### config.mk
export PLATFORM = sky130hd
export DESIGN_NAME = mem_native_arbiter_flat
export DESIGN_NICKNAME = d
export VERILOG_FILES = /design/src/rtl/mem_native_arbiter_if.sv /design/src/rtl/mem_native_arbiter.sv /design/src/flat_wrapper.sv
export SDC_FILE = /design/constraint.sdc
export NUM_CORES = 1
export LEC_CHECK = 0
export CAP_MARGIN = 15
export CORE_AREA = 4 4 134 136
export DETAILED_ROUTE_END_ITERATION = 10
export DIE_AREA = 0 0 138 140
export PLACE_DENSITY = 0.54
export SKIP_LAST_GASP = 1
export SYNTH_ARGS = -nofsm -noshare
export SYNTH_HDL_FRONTEND = slang
export SYNTH_SLANG_ARGS = --single-unit
### constraint.sdc
create_clock -name clk -period 1.86 [get_ports clk]
set_input_delay 0.372 -clock clk [delete_from_list [all_inputs] [get_ports clk]]
set_output_delay 0.372 -clock clk [all_outputs]
set_load 0.01 [all_outputs]
### src/rtl/mem_native_arbiter_if.sv
// PicoRV32 native memory bus: a single requester-to-memory link.
// The master drives the request; the slave returns ready/rdata.
interface mem_native_arbiter_if;
  logic        valid;
  logic        instr;
  logic [31:0] addr;
  logic [31:0] wdata;
  logic [3:0]  wstrb;
  logic        ready;
  logic [31:0] rdata;

  modport master (output valid, instr, addr, wdata, wstrb, input ready, rdata);
  modport slave  (input valid, instr, addr, wdata, wstrb, output ready, rdata);
endinterface

### src/rtl/mem_native_arbiter.sv
// Round-robin arbiter sharing one native memory port between a trusted CPU (s0)
// and an untrusted requester (s1); s1 accesses to a protected window fault locally.
module mem_native_arbiter #(
  parameter logic [31:0] PROT_BASE  = 32'h0000_0000,
  parameter logic [31:0] PROT_END   = 32'h0000_0000,
  parameter logic [31:0] FAULT_DATA = 32'hDEAD_BEEF
) (
  input  logic                        clk,
  input  logic                        reset,
  mem_native_arbiter_if.slave         s0,
  mem_native_arbiter_if.slave         s1,
  mem_native_arbiter_if.master        m,
  output logic                        fault_valid,
  output logic [31:0]                 fault_addr,
  output logic                        fault_write,
  input  logic                        fault_clr
);

  typedef enum logic [1:0] {IDLE, GRANT0, GRANT1, FAULT1} state_t;

  state_t      state_q, state_d;
  logic        last_grant_q, last_grant_d;
  logic        fault_valid_q, fault_valid_d;
  logic [31:0] fault_addr_q, fault_addr_d;
  logic        fault_write_q, fault_write_d;
  logic        s1_in_win;

  // An inverted or zero-length window (PROT_END <= PROT_BASE) never matches.
  assign s1_in_win = (PROT_END > PROT_BASE) && (s1.addr >= PROT_BASE) && (s1.addr < PROT_END);

  always_ff @(posedge clk) begin
    if (reset) begin
      state_q       <= IDLE;
      last_grant_q  <= 1'b1;
      fault_valid_q <= 1'b0;
      fault_addr_q  <= '0;
      fault_write_q <= 1'b0;
    end else begin
      state_q       <= state_d;
      last_grant_q  <= last_grant_d;
      fault_valid_q <= fault_valid_d;
      fault_addr_q  <= fault_addr_d;
      fault_write_q <= fault_write_d;
    end
  end

  always_comb begin
    state_d       = state_q;
    last_grant_d  = last_grant_q;
    fault_valid_d = fault_valid_q;
    fault_addr_d  = fault_addr_q;
    fault_write_d = fault_write_q;
    case (state_q)
      IDLE: begin
        if (s0.valid && (!s1.valid || last_grant_q)) state_d = GRANT0;
        else if (s1.valid)                            state_d = s1_in_win ? FAULT1 : GRANT1;
      end
      GRANT0: begin
        if (m.ready) begin
          last_grant_d = 1'b0;
          state_d      = IDLE;
        end else if (!s0.valid) begin
          state_d = IDLE;
        end
      end
      GRANT1: begin
        if (m.ready) begin
          last_grant_d = 1'b1;
          state_d      = IDLE;
        end else if (!s1.valid) begin
          state_d = IDLE;
        end
      end
      FAULT1: begin
        last_grant_d = 1'b1;
        state_d      = IDLE;
      end
      default: state_d = IDLE;
    endcase
    // First fault wins; a capture overrides a simultaneous clear.
    if (state_q == FAULT1 && !fault_valid_q) begin
      fault_valid_d = 1'b1;
      fault_addr_d  = s1.addr;
      fault_write_d = |s1.wstrb;
    end else if (fault_clr) begin
      fault_valid_d = 1'b0;
    end
  end

  always_comb begin
    m.valid  = 1'b0;
    m.instr  = 1'b0;
    m.addr   = '0;
    m.wdata  = '0;
    m.wstrb  = '0;
    s0.ready = 1'b0;
    s0.rdata = '0;
    s1.ready = 1'b0;
    s1.rdata = '0;
    case (state_q)
      GRANT0: begin
        m.valid  = s0.valid;
        m.instr  = s0.instr;
        m.addr   = s0.addr;
        m.wdata  = s0.wdata;
        m.wstrb  = s0.wstrb;
        s0.ready = m.ready;
        s0.rdata = m.ready ? m.rdata : '0;
      end
      GRANT1: begin
        m.valid  = s1.valid;
        m.instr  = s1.instr;
        m.addr   = s1.addr;
        m.wdata  = s1.wdata;
        m.wstrb  = s1.wstrb;
        s1.ready = m.ready;
        s1.rdata = m.ready ? m.rdata : '0;
      end
      FAULT1: begin
        s1.ready = 1'b1;
        s1.rdata = FAULT_DATA;
      end
      default: ;
    endcase
  end

  assign fault_valid = fault_valid_q;
  assign fault_addr  = fault_addr_q;
  assign fault_write = fault_write_q;

endmodule

### src/flat_wrapper.sv
// flat-port wrapper written by rule: the top's interface ports become plain ports
module mem_native_arbiter_flat 
#(
  parameter logic [31:0] PROT_BASE  = 32'h0000_0000,
  parameter logic [31:0] PROT_END   = 32'h0000_0000,
  parameter logic [31:0] FAULT_DATA = 32'hDEAD_BEEF
)
  (clk, reset, fault_valid, fault_addr, fault_write, fault_clr, s0_valid, s0_instr, s0_addr, s0_wdata, s0_wstrb, s0_ready, s0_rdata, s1_valid, s1_instr, s1_addr, s1_wdata, s1_wstrb, s1_ready, s1_rdata, m_valid, m_instr, m_addr, m_wdata, m_wstrb, m_ready, m_rdata);
  mem_native_arbiter_if s0_i ();
  mem_native_arbiter_if s1_i ();
  mem_native_arbiter_if m_i ();
  input  logic clk;
  input  logic reset;
  output logic fault_valid;
  output logic [31:0] fault_addr;
  output logic fault_write;
  input  logic fault_clr;
  input wire logic [$bits(s0_i.valid)-1:0] s0_valid;
  input wire logic [$bits(s0_i.instr)-1:0] s0_instr;
  input wire logic [$bits(s0_i.addr)-1:0] s0_addr;
  input wire logic [$bits(s0_i.wdata)-1:0] s0_wdata;
  input wire logic [$bits(s0_i.wstrb)-1:0] s0_wstrb;
  output wire logic [$bits(s0_i.ready)-1:0] s0_ready;
  output wire logic [$bits(s0_i.rdata)-1:0] s0_rdata;
  input wire logic [$bits(s1_i.valid)-1:0] s1_valid;
  input wire logic [$bits(s1_i.instr)-1:0] s1_instr;
  input wire logic [$bits(s1_i.addr)-1:0] s1_addr;
  input wire logic [$bits(s1_i.wdata)-1:0] s1_wdata;
  input wire logic [$bits(s1_i.wstrb)-1:0] s1_wstrb;
  output wire logic [$bits(s1_i.ready)-1:0] s1_ready;
  output wire logic [$bits(s1_i.rdata)-1:0] s1_rdata;
  output wire logic [$bits(m_i.valid)-1:0] m_valid;
  output wire logic [$bits(m_i.instr)-1:0] m_instr;
  output wire logic [$bits(m_i.addr)-1:0] m_addr;
  output wire logic [$bits(m_i.wdata)-1:0] m_wdata;
  output wire logic [$bits(m_i.wstrb)-1:0] m_wstrb;
  input wire logic [$bits(m_i.ready)-1:0] m_ready;
  input wire logic [$bits(m_i.rdata)-1:0] m_rdata;
  assign s0_i.valid = s0_valid;
  assign s0_i.instr = s0_instr;
  assign s0_i.addr = s0_addr;
  assign s0_i.wdata = s0_wdata;
  assign s0_i.wstrb = s0_wstrb;
  assign s0_ready = s0_i.ready;
  assign s0_rdata = s0_i.rdata;
  assign s1_i.valid = s1_valid;
  assign s1_i.instr = s1_instr;
  assign s1_i.addr = s1_addr;
  assign s1_i.wdata = s1_wdata;
  assign s1_i.wstrb = s1_wstrb;
  assign s1_ready = s1_i.ready;
  assign s1_rdata = s1_i.rdata;
  assign m_valid = m_i.valid;
  assign m_instr = m_i.instr;
  assign m_addr = m_i.addr;
  assign m_wdata = m_i.wdata;
  assign m_wstrb = m_i.wstrb;
  assign m_i.ready = m_ready;
  assign m_i.rdata = m_rdata;
  mem_native_arbiter #(.PROT_BASE(PROT_BASE), .PROT_END(PROT_END), .FAULT_DATA(FAULT_DATA)) u_core (.clk(clk), .reset(reset), .s0(s0_i), .s1(s1_i), .m(m_i), .fault_valid(fault_valid), .fault_addr(fault_addr), .fault_write(fault_write), .fault_clr(fault_clr));
endmodule
## Yosys cells after proc, flatten, opt, wreduce, memory -nomap -nowiden

Index checks and enable logic that the tools add are counted.

| operators by class | value |
|---|---|
| multiply operators | 0 |
| shifts and indexed selects | 0 |
| reductions and logical operators | 11 |
| divide/modulo/power cells | 0 |
| add/subtract/negate cells | 0 |
| eq/ne operators | 8 |
| mux-type cells | 22 |
| order comparisons | 0 |
| bitwise operators | 0 |

Operators with widths:

| cell | number |
|---|---|
| one-hot mux 32 bit (2 select lines) | 3 |
| two-way mux 32 bit | 2 |
| two-way mux 2 bit | 6 |
| one-hot mux 2 bit (4 select lines) | 1 |
| one-hot mux 4 bit (2 select lines) | 1 |
| inequality test 3 bit (second input constant) | 2 |
| one-hot mux 1 bit (2 select lines) | 3 |
| AND reduction 3 bit | 2 |
| two-way mux 1 bit | 5 |
| == test 2 bit (second input constant) | 2 |
| inequality test 2 bit (second input constant) | 2 |
| OR reduction 4 bit | 1 |
| inequality test 3 x 2 -> 1 bit (second input constant) | 1 |
| one-hot mux 1 bit (3 select lines) | 1 |
| nonzero test 3 bit | 1 |
| == test 2 x 1 -> 1 bit (second input constant) | 1 |
| logical AND 1 bit | 2 |
| zero test 1 bit | 2 |
| zero test 2 bit | 1 |
| nonzero test 2 bit | 1 |
| logical OR 1 bit | 1 |

| storage, ports and cells | value |
|---|---|
| bits in latches | 0 |
| memories kept | 0 |
| bits of input ports | 176 |
| bits in registers | 37 |
| memory bits (writable) | 0 |
| memory bits (read-only) | 0 |
| word-level logic and storage cells | 46 |
| output and inout port bits | 170 |

## Depth between registers and ports, before layout

| logic depth | value |
|---|---|
| depth after elaboration | 5 |
| mapped depth | 7 |

## Worst setup path before layout

OpenSTA, ideal clock, no wires.

| path | value |
|---|---|
| path kind | register to output |
| start | reg u_core.state_q[0] |
| end | out s1_rdata[0] |
| data arrival time | 1.384 ns |
| slack | 0.104 ns |
| data required time | 1.488 ns |
| cell stages (with the launch flop) | 8 |
| cell sequence | dfxtp_1 -> inv_1 -> ha_1 -> buf_6 -> and3_1 -> buf_2 -> buf_6 -> a21o_1 |

| on the way | value |
|---|---|
| word-level cells in the longest chain between the ends | 2 |
| elaborated cells between the ends (all ways) | 3 |

Ends and longest elaborated chain:

| what | line | text |
|---|---|---|
| from (decl) | mem_native_arbiter.sv:21 | `state_t state_q, state_d;` |
| from (signal assigned) | mem_native_arbiter.sv:39 | `state_q <= state_d;` |
| == test 2 bit | mem_native_arbiter.sv:100 | `case (state_q)` |
| one-hot mux 32 bit (2 select lines) (*) | mem_native_arbiter.sv:100 |  |
| to (decl) | flat_wrapper.sv:31 | `output wire logic [$bits(s1_i.rdata)-1:0] s1_rdata;` |

Mark *: on every way between the ends. The rest lies on a longest branch, timed or not.

## Final worst setup path

| path | value |
|---|---|
| start | reg u_core.state_q[0] |
| end | out s1_rdata[2] |

Same word-level chain as after synthesis.

==> results.tsv <==
metric	value	unit
Site Rows	48	
first-iteration detailed-routing DRC count	165	
highest clock frequency the design can meet	486	MHz
WL per Instance	20.3	µm
fin util	51.7	%
crit path max-delay cell type	sky130_fd_sc_hd__dfxtp_4	
post-detailed-placement cell area	7130	µm²
outcome	finished with violations	
GRT Resource Usage Total	19.5	%
post-route cell area	8750	µm²
final setup vio count	129	
full die area	19300	µm²
highest-count cells in the layout ignoring fill and taps	208 x sky130_fd_sc_hd__clkdlybuf4s50_1, 83 x sky130_fd_sc_hd__buf_2, 76 x sky130_fd_sc_hd__buf_6, 69 x sky130_fd_sc_hd__a22oi_2, 65 x sky130_fd_sc_hd__nand2_1	
clock latency at the later pin of the worst-skew pair	0.27	ns
total grt overflow	0	
Post-Route Setup TNS	-15.69	ns
total routed wirelength	21800	µm
number of buffers created by CTS	5	
layout overhead on the synthesized area	187	%
netlist area before placement	3050	µm²
Placeable Area	16900	µm²
leading cell type in the layout, fill and taps excluded	sky130_fd_sc_hd__clkdlybuf4s50_1	
EDFF count, synth	0	
via total after detailed routing	4932	
half-perimeter wire length of the detailed placement result	14100	µm
master cell of the clock root buffer	sky130_fd_sc_hd__clkbuf_16	
total power of the final layout	4.63	mW
smallest hold slack	0.452	ns
antenna cell count	0	
Distinct cells, synth	26	
clock net sink count	37	
share of the clock period used by the worst path after layout	111	%
Mapped Avg Cell Area	7.27	µm²
dominant cells by area after synthesis	sky130_fd_sc_hd__dfxtp_1 24%, sky130_fd_sc_hd__a22oi_1 17%, sky130_fd_sc_hd__nor2b_1 15%, sky130_fd_sc_hd__and3_1 8.4%, sky130_fd_sc_hd__nand2_1 8.0%	
minimum setup slack in the final design	-0.197	ns
placed insts	1004	
critical path launch point type	flop	
clock tree skew after final layout	0.00440	ns
Port Buffer Count	345	
number of search-and-repair iterations in the first detailed-routing pass	4	
fraction of final layout cells with drive strength greater than 1	47.6	%
Vias per Instance	4.59	
worst setup path category	flop to output port	
worst IR drop on VDD	0.438	mV
failing checks	setup timing	
number of global-route vias before repair	5102	
slowest stage delay, CP	0.37	ns
Total Nets Final	1030	
fillers	1593	
H-tree Lvls	2	
clock tree from TritonCTS	built	
Pwr Density	529	nW/µm²
synthesized netlist cell count	420	
post-route DRC violation count	0	
maximum number of pins on one net before global-route repair	35	
Post-DRT Antenna Nets	0	
largest fanout on the critical path	6	
relative max-transition margin	55.1	%
number of warnings issued by yosys	0	
final critical delay including setup and external delays	2.06	ns
chip height	140	µm
area of the multi-input gates	2770	µm²
count of hold buffers inserted by post-cts repair	0	
fraction of registers with async set/reset	0	%
sequential fraction of the synthesis area	24.3	%
endpoint arrival time on the critical path	1.68	ns
type of destination of the critical path	output port	
Synth Register Bits	37	
maxcap violations	0	
first-pass GRT wire length	30200	µm
Initial Util	18.0	%
static power due to leakage	3.74	nW
Worst Tran Pin Value	0.664	ns
data required time of the critical path	1.49	ns
portion of synthesized cell area occupied by the leading cell type	24.3	%
max-slew violations	0	
path category of the worst min-delay check	flop to flop	
Main synth FF type	sky130_fd_sc_hd__dfxtp_1	
final hold violations	0	
cell-by-cell listing of the critical path	inv_6, buf_6, ha_4, and3_4, clkbuf_16, a21o_1, buf_2	
GPL Wtd Cong	0.881	
total nets after synthesis	602	
combined flip-flop and latch cell area	748	µm²
library cell occupying the most area in the post-synthesis netlist	sky130_fd_sc_hd__dfxtp_1	
Clock Tree Buf Depth	2	
setup repair after global routing missed its margin	true	
clock transition at the register clock pins on the worst setup and hold paths after CTS	0.06	ns
number of antenna violations at the first check in global routing	0	
horizontal die dimension	138	µm
post-route non-filler standard cell count	1074	
worst setup timing slack at the placement stage	-0.494	ns
number of placed I/O pins	346	
## routing by layer
layer,GRT usage [%],up-vias,part of all wire [%]
met5,0,-,0
met4,3.48,0,1.7
met3,4.37,26,6.0
met2,36.4,188,53
met1,23.0,2364,40
li1,-,2354,-
## cells by family after synthesis
family,count (synthesis),synth area share (%)
compound gates,140,31.7
flops,37,24.3
simple gates,183,32.2
buf+inv,54,9.35
fa+ha+maj,6,2.46
## what timing repair did
item	4_1_cts	5_1_grt
gates cloned	15	8
gates resized for setup	646	168
buffers inserted	31	17
pin swaps	26	56
endpoints found under the setup margin	136	138
## worst max-delay path: cells and delay by family (launching register included)
family	cells	cell delay, ns
flip-flops	1	0.37
buffers and inverters	4	0.47
AO/OA/AOI/OAI	1	0.11
adder cells (fa/ha/maj)	1	0.17
AND/OR/NAND/NOR	1	0.28
## synthesized netlist by cell type (2+ instances only)
master and instances:
sky130_fd_sc_hd__buf_6 6, sky130_fd_sc_hd__dfxtp_1 37, sky130_fd_sc_hd__nor2b_1 71, sky130_fd_sc_hd__nand2b_1 3, sky130_fd_sc_hd__ha_1 6, sky130_fd_sc_hd__clkbuf_1 20
sky130_fd_sc_hd__a21oi_1 36, sky130_fd_sc_hd__inv_1 5, sky130_fd_sc_hd__and2_1 2, sky130_fd_sc_hd__a22oi_1 70, sky130_fd_sc_hd__nand2_1 65, sky130_fd_sc_hd__a21o_1 25
sky130_fd_sc_hd__and3_1 41, sky130_fd_sc_hd__buf_2 18, sky130_fd_sc_hd__buf_4 4
## final timing paths
| kind | slack, ns | end | depth (start not counted) | startpoint |
|---|---|---|---|---|
| max | -0.20 | s1_rdata[2] | 7 | u_core.state_q[0] |
| min | 0.45 | u_core.fault_addr[3] | 2 | u_core.fault_addr[3] |
| max reg2reg | -0.04 | u_core.state_q[1] | 9 | u_core.state_q[1] |
| min reg2reg | 0.45 | u_core.fault_addr[3] | 2 | u_core.fault_addr[3] |
## where the power goes
group | internal (mW) | total [mW] | switching, mW
Clock | 0.773 | 1.10 | 0.332
Sequential | 0.817 | 0.838 | 0.0210
Combinational | 1.63 | 2.69 | 1.06
## cell type report
| cell class | instances | area share (%) |
|---|---|---|
| clock buffers | 5 | 1.43 |
| multi-input cells | 329 | 31.6 |
| well taps | 225 | 3.22 |
| clock inverters | 3 | 0.786 |
| repair buffers | 470 | 54.1 |
| flip-flops and latches | 37 | 8.55 |
| inverters | 5 | 0.329 |
## flip-flops by register name (all words and copies together), names as in the netlist
register	count
u_core.fault_addr	32
u_core.fault_write	1
u_core.fault_valid	1
u_core.state_q	2
u_core.last_grant_q	1
No activity file was read; power rests on OpenSTA's default activity.
